--- config.mk ---
export PLATFORM = sky130hd
export DESIGN_NAME = tail_light_sequencer
export DESIGN_NICKNAME = d
export VERILOG_FILES = /design/src/rtl/lab3_pkg.sv /design/src/rtl/tail_light_sequencer_tick_gen.sv /design/src/rtl/tail_light_sequencer.sv
export SDC_FILE = /design/constraint.sdc
export NUM_CORES = 1
export LEC_CHECK = 0
export ABC_AREA = 1
export ABC_CLOCK_PERIOD_IN_PS = 1500
export BUFFER_PORTS_ARGS = -buffer_cell sky130_fd_sc_hd__buf_4
export CAP_MARGIN = 25
export CORE_ASPECT_RATIO = 0.5
export CORE_MARGIN = 2
export CORE_UTILIZATION = 50
export DETAILED_ROUTE_END_ITERATION = 10
export PLACE_DENSITY = 0.71
export SLEW_MARGIN = 20
export SYNTH_ARGS = -nofsm -noshare
export SYNTH_HDL_FRONTEND = slang
export SYNTH_SLANG_ARGS = --single-unit
--- constraint.sdc ---
create_clock -name CLOCK_50 -period 1.5 [get_ports CLOCK_50]
set_input_delay 0.225 -clock CLOCK_50 [delete_from_list [all_inputs] [get_ports CLOCK_50]]
set_output_delay 0.225 -clock CLOCK_50 [all_outputs]
set_load 0.005 [all_outputs]
--- src/rtl/lab3_pkg.sv ---
// Shared definitions for the Lab3 tail-light display: mode encoding,
// sequencer states, lamp patterns and the state-to-output helpers.
package lab3_pkg;

   typedef enum logic [2:0] {
      MODE_IDLE       = 3'd0,
      MODE_HAZARDS    = 3'd1,
      MODE_TURN_LEFT  = 3'd2,
      MODE_TURN_RIGHT = 3'd3
   } mode_t;

   typedef enum logic [2:0] {
      S_IDLE = 3'd0,
      S_L1   = 3'd1,
      S_L2   = 3'd2,
      S_L3   = 3'd3,
      S_R1   = 3'd4,
      S_R2   = 3'd5,
      S_R3   = 3'd6,
      S_HAZ  = 3'd7
   } seq_state_t;

   // LEDR[5:3] = LC,LB,LA and LEDR[2:0] = RA,RB,RC
   localparam logic [5:0] LED_OFF = 6'b000_000;
   localparam logic [5:0] LED_L1  = 6'b001_000;
   localparam logic [5:0] LED_L2  = 6'b011_000;
   localparam logic [5:0] LED_L3  = 6'b111_000;
   localparam logic [5:0] LED_R1  = 6'b000_100;
   localparam logic [5:0] LED_R2  = 6'b000_110;
   localparam logic [5:0] LED_R3  = 6'b000_111;
   localparam logic [5:0] LED_HAZ = 6'b111_111;

   // Request codes 4-7 fall through to the default branches and act as idle.
   function automatic seq_state_t next_state(input seq_state_t cur, input logic [2:0] req);
      seq_state_t nxt;
      nxt = S_IDLE;
      case (cur)
         S_IDLE: begin
            case (req)
               MODE_HAZARDS:    nxt = S_HAZ;
               MODE_TURN_LEFT:  nxt = S_L1;
               MODE_TURN_RIGHT: nxt = S_R1;
               default:         nxt = S_IDLE;
            endcase
         end
         S_L1:    nxt = (req == MODE_HAZARDS) ? S_HAZ : S_L2;
         S_L2:    nxt = (req == MODE_HAZARDS) ? S_HAZ : S_L3;
         S_L3:    nxt = (req == MODE_HAZARDS) ? S_HAZ : S_IDLE;
         S_R1:    nxt = (req == MODE_HAZARDS) ? S_HAZ : S_R2;
         S_R2:    nxt = (req == MODE_HAZARDS) ? S_HAZ : S_R3;
         S_R3:    nxt = (req == MODE_HAZARDS) ? S_HAZ : S_IDLE;
         S_HAZ:   nxt = S_IDLE;
         default: nxt = S_IDLE;
      endcase
      return nxt;
   endfunction

   function automatic logic [5:0] led_pattern(input seq_state_t st);
      logic [5:0] p;
      p = LED_OFF;
      case (st)
         S_L1:    p = LED_L1;
         S_L2:    p = LED_L2;
         S_L3:    p = LED_L3;
         S_R1:    p = LED_R1;
         S_R2:    p = LED_R2;
         S_R3:    p = LED_R3;
         S_HAZ:   p = LED_HAZ;
         default: p = LED_OFF;
      endcase
      return p;
   endfunction

   function automatic logic [2:0] state_mode(input seq_state_t st);
      logic [2:0] m;
      m = MODE_IDLE;
      case (st)
         S_L1, S_L2, S_L3: m = MODE_TURN_LEFT;
         S_R1, S_R2, S_R3: m = MODE_TURN_RIGHT;
         S_HAZ:            m = MODE_HAZARDS;
         default:          m = MODE_IDLE;
      endcase
      return m;
   endfunction

endpackage

--- src/rtl/tail_light_sequencer_tick_gen.sv ---
// Prescaler: free-running 0..TICK_DIV-1 counter with a one-cycle
// terminal-count pulse that paces the light sequence.
module tick_gen #(
   parameter int TICK_DIV = 12_500_000
) (
   input  logic CLOCK_50,
   input  logic RESET_N,
   output logic step_tick
);

   localparam int CW = (TICK_DIV > 2) ? $clog2(TICK_DIV) : 1;

   logic [CW-1:0] cnt;

   assign step_tick = (cnt == CW'(TICK_DIV - 1));

   // Count up and wrap on the terminal count.
   always_ff @(posedge CLOCK_50 or negedge RESET_N) begin
      if (!RESET_N) begin
         cnt <= '0;
      end else if (step_tick) begin
         cnt <= '0;
      end else begin
         cnt <= cnt + 1'b1;
      end
   end

endmodule

--- src/rtl/tail_light_sequencer.sv ---
// Tail-light sequencer: steps six lamps through left/right/hazard
// patterns, advancing only on the prescaled step tick.
//
// state  | meaning
// IDLE   | all lamps off, waiting for a request
// L1..L3 | left turn: LA, LA+LB, LA+LB+LC
// R1..R3 | right turn: RA, RA+RB, RA+RB+RC
// HAZ    | all lamps on (blink phase of hazards)
module tail_light_sequencer
   import lab3_pkg::*;
#(
   parameter int TICK_DIV = 12_500_000
) (
   input  logic       CLOCK_50,
   input  logic       RESET_N,
   input  logic [2:0] mode_req,
   output logic [5:0] LEDR,
   output logic [2:0] active_mode,
   output logic       step_tick
);

   seq_state_t state;
   seq_state_t next_st;

   tick_gen #(.TICK_DIV(TICK_DIV)) u_tick_gen (
      .CLOCK_50  (CLOCK_50),
      .RESET_N   (RESET_N),
      .step_tick (step_tick)
   );

   // Next state from the current state and the request sampled at the tick.
   always_comb begin
      next_st = next_state(state, mode_req);
   end

   // State and lamp/mode outputs update together, only on a tick edge.
   always_ff @(posedge CLOCK_50 or negedge RESET_N) begin
      if (!RESET_N) begin
         state       <= S_IDLE;
         LEDR        <= LED_OFF;
         active_mode <= MODE_IDLE;
      end else if (step_tick) begin
         state       <= next_st;
         LEDR        <= led_pattern(next_st);
         active_mode <= state_mode(next_st);
      end
   end

endmodule

; ---- Yosys cells after proc, flatten, opt, wreduce, memory -nomap -nowiden
; Index checks and enable logic that the tools add are counted.
[classes]
n_reduce_logical = 4
muxes = 10
addsub = 1
n_eq_ne = 18
[ops]
columns = cell, count
row1 = $pmux W6 S7, 1
row2 = $add A24 B1 Y24 const B, 1
row3 = $eq A24 B24 Y1 const B, 1
row4 = $eq A3 B3 Y1 const B, 8
row5 = $mux W24, 1
row6 = $pmux W3 S7, 1
row7 = $eq A3 B2 Y1 const B, 6
row8 = $eq A3 B1 Y1 const B, 3
row9 = $mux W3, 3
row10 = $pmux W3 S3, 1
row11 = $pmux W2 S3, 1
row12 = $reduce_or A3 Y1, 2
row13 = $logic_not A3 Y1, 1
row14 = $mux W2, 1
row15 = $reduce_or A2 Y1, 1
row16 = $mux W1, 1
[totals]
word_cells = 37
in_bits = 5
reg_bits = 36

; ---- Longest topological paths before layout
[logic_depth]
word_depth = 6
ltp_mapped = 10

; ---- Cells and area by module
; Synthesis repeated with hierarchy kept, for this count alone.
[unflattened]
cells_unflattened = 279
hier_area_um2 = 2034.5
[modules_own_cells]
columns = module, area_each_um2, cells_each, seq_area_each_um2, n_inst
row1 = tick_gen, 1425.1, 197, 600.6, 1
row2 = tail_light_sequencer, 609.3, 82, 275.3, 1

; ---- Worst setup path after synthesis
; Ideal clock, no wire load.
[synth_path]
path_kind = flip-flop to flip-flop
start = register u_tick_gen.cnt[0]
end = register LEDR[4]
path_buffers = 1
required_ps = 1379
arrival_time_ps = 1407
slack_ps = -28
setup_ps = 121
path_stages_with_launch = 10
cell_sequence = dfrtp_1 > ha_1 > nand2_2 > nor2_4 > inv_2 > nor2_2 > nand3_2 > buf_6 > nand2_1 > o21ai_1
[synth_between]
elab_chain_cells = 1
[synth_lines]
columns = element, line
row1 = "start, declared", tail_light_sequencer_tick_gen.sv:13  ; logic [CW-1:0] cnt;
row2 = "start signal, assigned", tail_light_sequencer_tick_gen.sv:24  ; cnt <= cnt + 1'b1;
row3 = $eq A24 B24 Y1, tail_light_sequencer_tick_gen.sv:15  ; assign step_tick = (cnt == CW'(TICK_DIV - 1));
row4 = "end signal, assigned", tail_light_sequencer.sv:44  ; LEDR <= led_pattern(next_st);
row5 = "end, declared", tail_light_sequencer.sv:17  ; output logic [5:0] LEDR,
; Every way passes these cells.
; A chain may end at the register's enable or synchronous reset.

; ---- Worst setup path after layout
[layout_path]
start = register u_tick_gen.cnt[9]
end = output step_tick
[layout_between]
elab_chain_cells = 1
[layout_lines]
columns = element, line
row1 = $eq A24 B24 Y1, tail_light_sequencer_tick_gen.sv:15
row2 = "end, declared", tail_light_sequencer.sv:19  ; output logic step_tick
; Every way passes these cells.

==> results_dict.tcl <==
set metrics [dict create \
    outcome "complete, but fails checks" \
    violations "setup timing" \
    synth.avg_cell_area_um2 7.38 \
    cts_root_buf "clkbuf_8" \
    crit_fanout 3 \
    grt_first_pass_wirelength_um 8330 \
    routed-wl-met3_um 262 \
    stdcell_area_um2 2720 \
    place_area_um2 2360 \
    r2r_slack_ns -0.13 \
    post-route-period-util_pct 115 \
    final_common_cell "nand2_1" \
    tns_ns -0.810 \
    power.density_nw_per_um2 689 \
    yosysSeqAreaShare_pct 42.7 \
    place_congestion 0.943 \
    nNetsFinal 327 \
    drc 0 \
    clk_pin_slew_ns 0.07 \
    worstSetupEndpoint "step_tick" \
    synth_top_area_share_pct 42.7 \
    layout-drive-gt1-share_pct 34.2 \
    clock-sinks 35 \
    via_per_inst 5.26 \
    drt-initial-drc-count 170 \
    grt_usage_pct 23.7 \
    antenna_found_initial 0 \
    nFillCells 324 \
    worstRegToRegCells 9 \
    overflow 0 \
    grt_pass1_vias 1856 \
    drv_cap 0 \
    synth_cell_types 29 \
    num_rows 16 \
    vias 1979 \
    final.min_clock_period_ns 1.73 \
    critical_path_depth 8 \
    wirelength_um 5200 \
    die_area_um2 4660 \
    n_antenna_cell 0 \
    worstPathArrival_ns 1.50 \
    cts_made_buffers 5 \
    io_pins 15 \
    numPortBuffers 13 \
    wire_per_inst_um 13.8 \
    r2r-end "LEDR[3]" \
    drt-met1-wl_um 2420 \
    syn_inst 278 \
    die_x_um 94.6 \
    critPathLaunch "u_tick_gen.cnt[9]" \
    whs_ns 0.361 \
    synth.yosys.warnings 0 \
    drtPass1Iterations 4 \
    rsz0062_at_grt "yes" \
    critPathCaptureType "output pin" \
    cp_slowest_cell "dfrtp_1" \
    clock_skew_ns 0.00803 \
    grt_max_degree 36 \
    final-setup-viol-count 8 \
    maxUsedRoutingLayer "met4" \
    required_ns 1.27 \
    cts_tree "yes" \
    peakVddDrop_mv 0.464 \
    coreArea_um2 3920 \
    finalHoldViolCount 0 \
    p_leak_nw 1.33 \
    criticalPathCategory "reg2out" \
    clock_latency_ns 0.29 \
    start_kind "flop" \
    max_freq_mhz 578 \
    cp_cell_sequence "inv_2 -> nand2_4 -> nor2_4 -> nand2_2 -> nor3_4 -> nand2_2 -> inv_2 -> buf_6" \
    syn_nets 284 \
    synth_area_um2 2050 \
    r2r-start "u_tick_gen.cnt[9]" \
    fin_ws_ns -0.229 \
    placed_cells 363 \
    dp_hpwl_um 3610 \
    ant_nets 0 \
    synth_seq_cells 35 \
    wl_met2_um 2480 \
    crit_buf_inv 3 \
    critical-path-max-stage-delay_ns 0.41 \
    slew_violations 0 \
    layout_common_cells "66 x nand2_1, 35 x buf_4, 33 x dfrtp_1" \
    synth_area_leaders "dfrtp_1 43%, nand2_1 14%, nor2_1 6.4%" \
    layoutNonFillerInstCount 376 \
    clock_path_buffers 2 \
    hp-class "in2reg" \
    area_growth_pct 32.6 \
    htree_levels 2 \
    path_delay_family "simple AND/OR/NAND/NOR gates" \
    die-height_um 49.3 \
    synth_largest_area_cell "dfrtp_1" \
    floorplan.initialDensity_pct 52.3 \
]
## stage by stage
step	utilization, %	total power, mW	setup WS (ns)
after CTS	64.0	1.89	-0.224
after global routing	69.3	1.95	-0.311
after floorplan	-	0.970	0.00236
after detailed placement	60.1	0.998	-0.0714
after global placement	60.1	0.997	-0.0135
final	69.3	1.88	-0.229
## power by group
part | internal [mW] | leakage (nW) | switching [mW]
logic | 0.0107 | 0.854 | 0.0268
clock network | 0.538 | 0.0612 | 0.357
registers | 0.943 | 0.415 | 0
total | 1.49 | 1.33 | 0.384
## worst min-delay path, cell delays in order
cell and delay (ns):
buf_4 0.08, o21ai_0 0.07, nand2_1 0.14, o21ai_1 0.09
## flip-flops by register name (all words and copies together) (netlist names)
name and count:
active_mode 2, u_tick_gen.cnt 24, state 3, LEDR 6
## final cells by class
| cell class | instances | area [um^2] | area share (%) |
|---|---|---|---|
| clock buffers | 6 | 82.6 | 3.04 |
| inverters | 40 | 153 | 5.61 |
| well taps | 54 | 67.6 | 2.48 |
| flip-flops and latches | 35 | 878 | 32.3 |
| repair buffers | 42 | 340 | 12.5 |
| multi-input cells | 197 | 1160 | 42.8 |
| clock inverters | 2 | 35.0 | 1.29 |
## synthesized netlist by cell type (all sizes together)
master   n
and3     1
nor3b    1
nand4   12
buf      5
nand3   24
nand3b   1
xor2    12
xnor2    3
o21ai    8
inv     40
nor3    11
dfrtp   35
nand2   77
clkbuf   1
ha       1
a21oi    4
conb     1
nor2    41
## worst min path at each step
stage	from	to	slack, ns	cells after the start
floorplan	RESET_N	LEDR[0]	-0.07	0
global placement	RESET_N	LEDR[3]	0.21	1
detailed placement	RESET_N	LEDR[2]	0.21	1
CTS	mode_req[2]	LEDR[0]	0.40	4
global route	mode_req[2]	LEDR[0]	0.39	4
finish	mode_req[2]	LEDR[0]	0.36	4
## what timing repair did
item | CTS | global route
cloned | 0 | 0
buffers inserted | 0 | 5
resized for setup | 9 | 49
pin swaps | 0 | 17
hold buffers | 1 | 0
endpoints found under the setup margin | 5 | 29
hold endpoints to repair | 35 | 0
## routing by layer
layer,vias up,GRT usage (%)
met5,-,0
met4,0,9.18
met3,5,4.33
met2,61,35.6
met1,955,34.2
li1,958,-
## cell families after synthesis
group / after synthesis / share of synthesized area, %
AO/OA/AOI/OAI: 12 / 3.48
XOR/XNOR: 15 / 6.41
adder cells (fa/ha/maj): 1 / 0.610
buffers and inverters: 46 / 9.21
flip-flops: 35 / 42.7
other: 1 / 0.183
AND/OR/NAND/NOR: 168 / 37.4
Note: power is estimated with default switching activity, not from simulation.
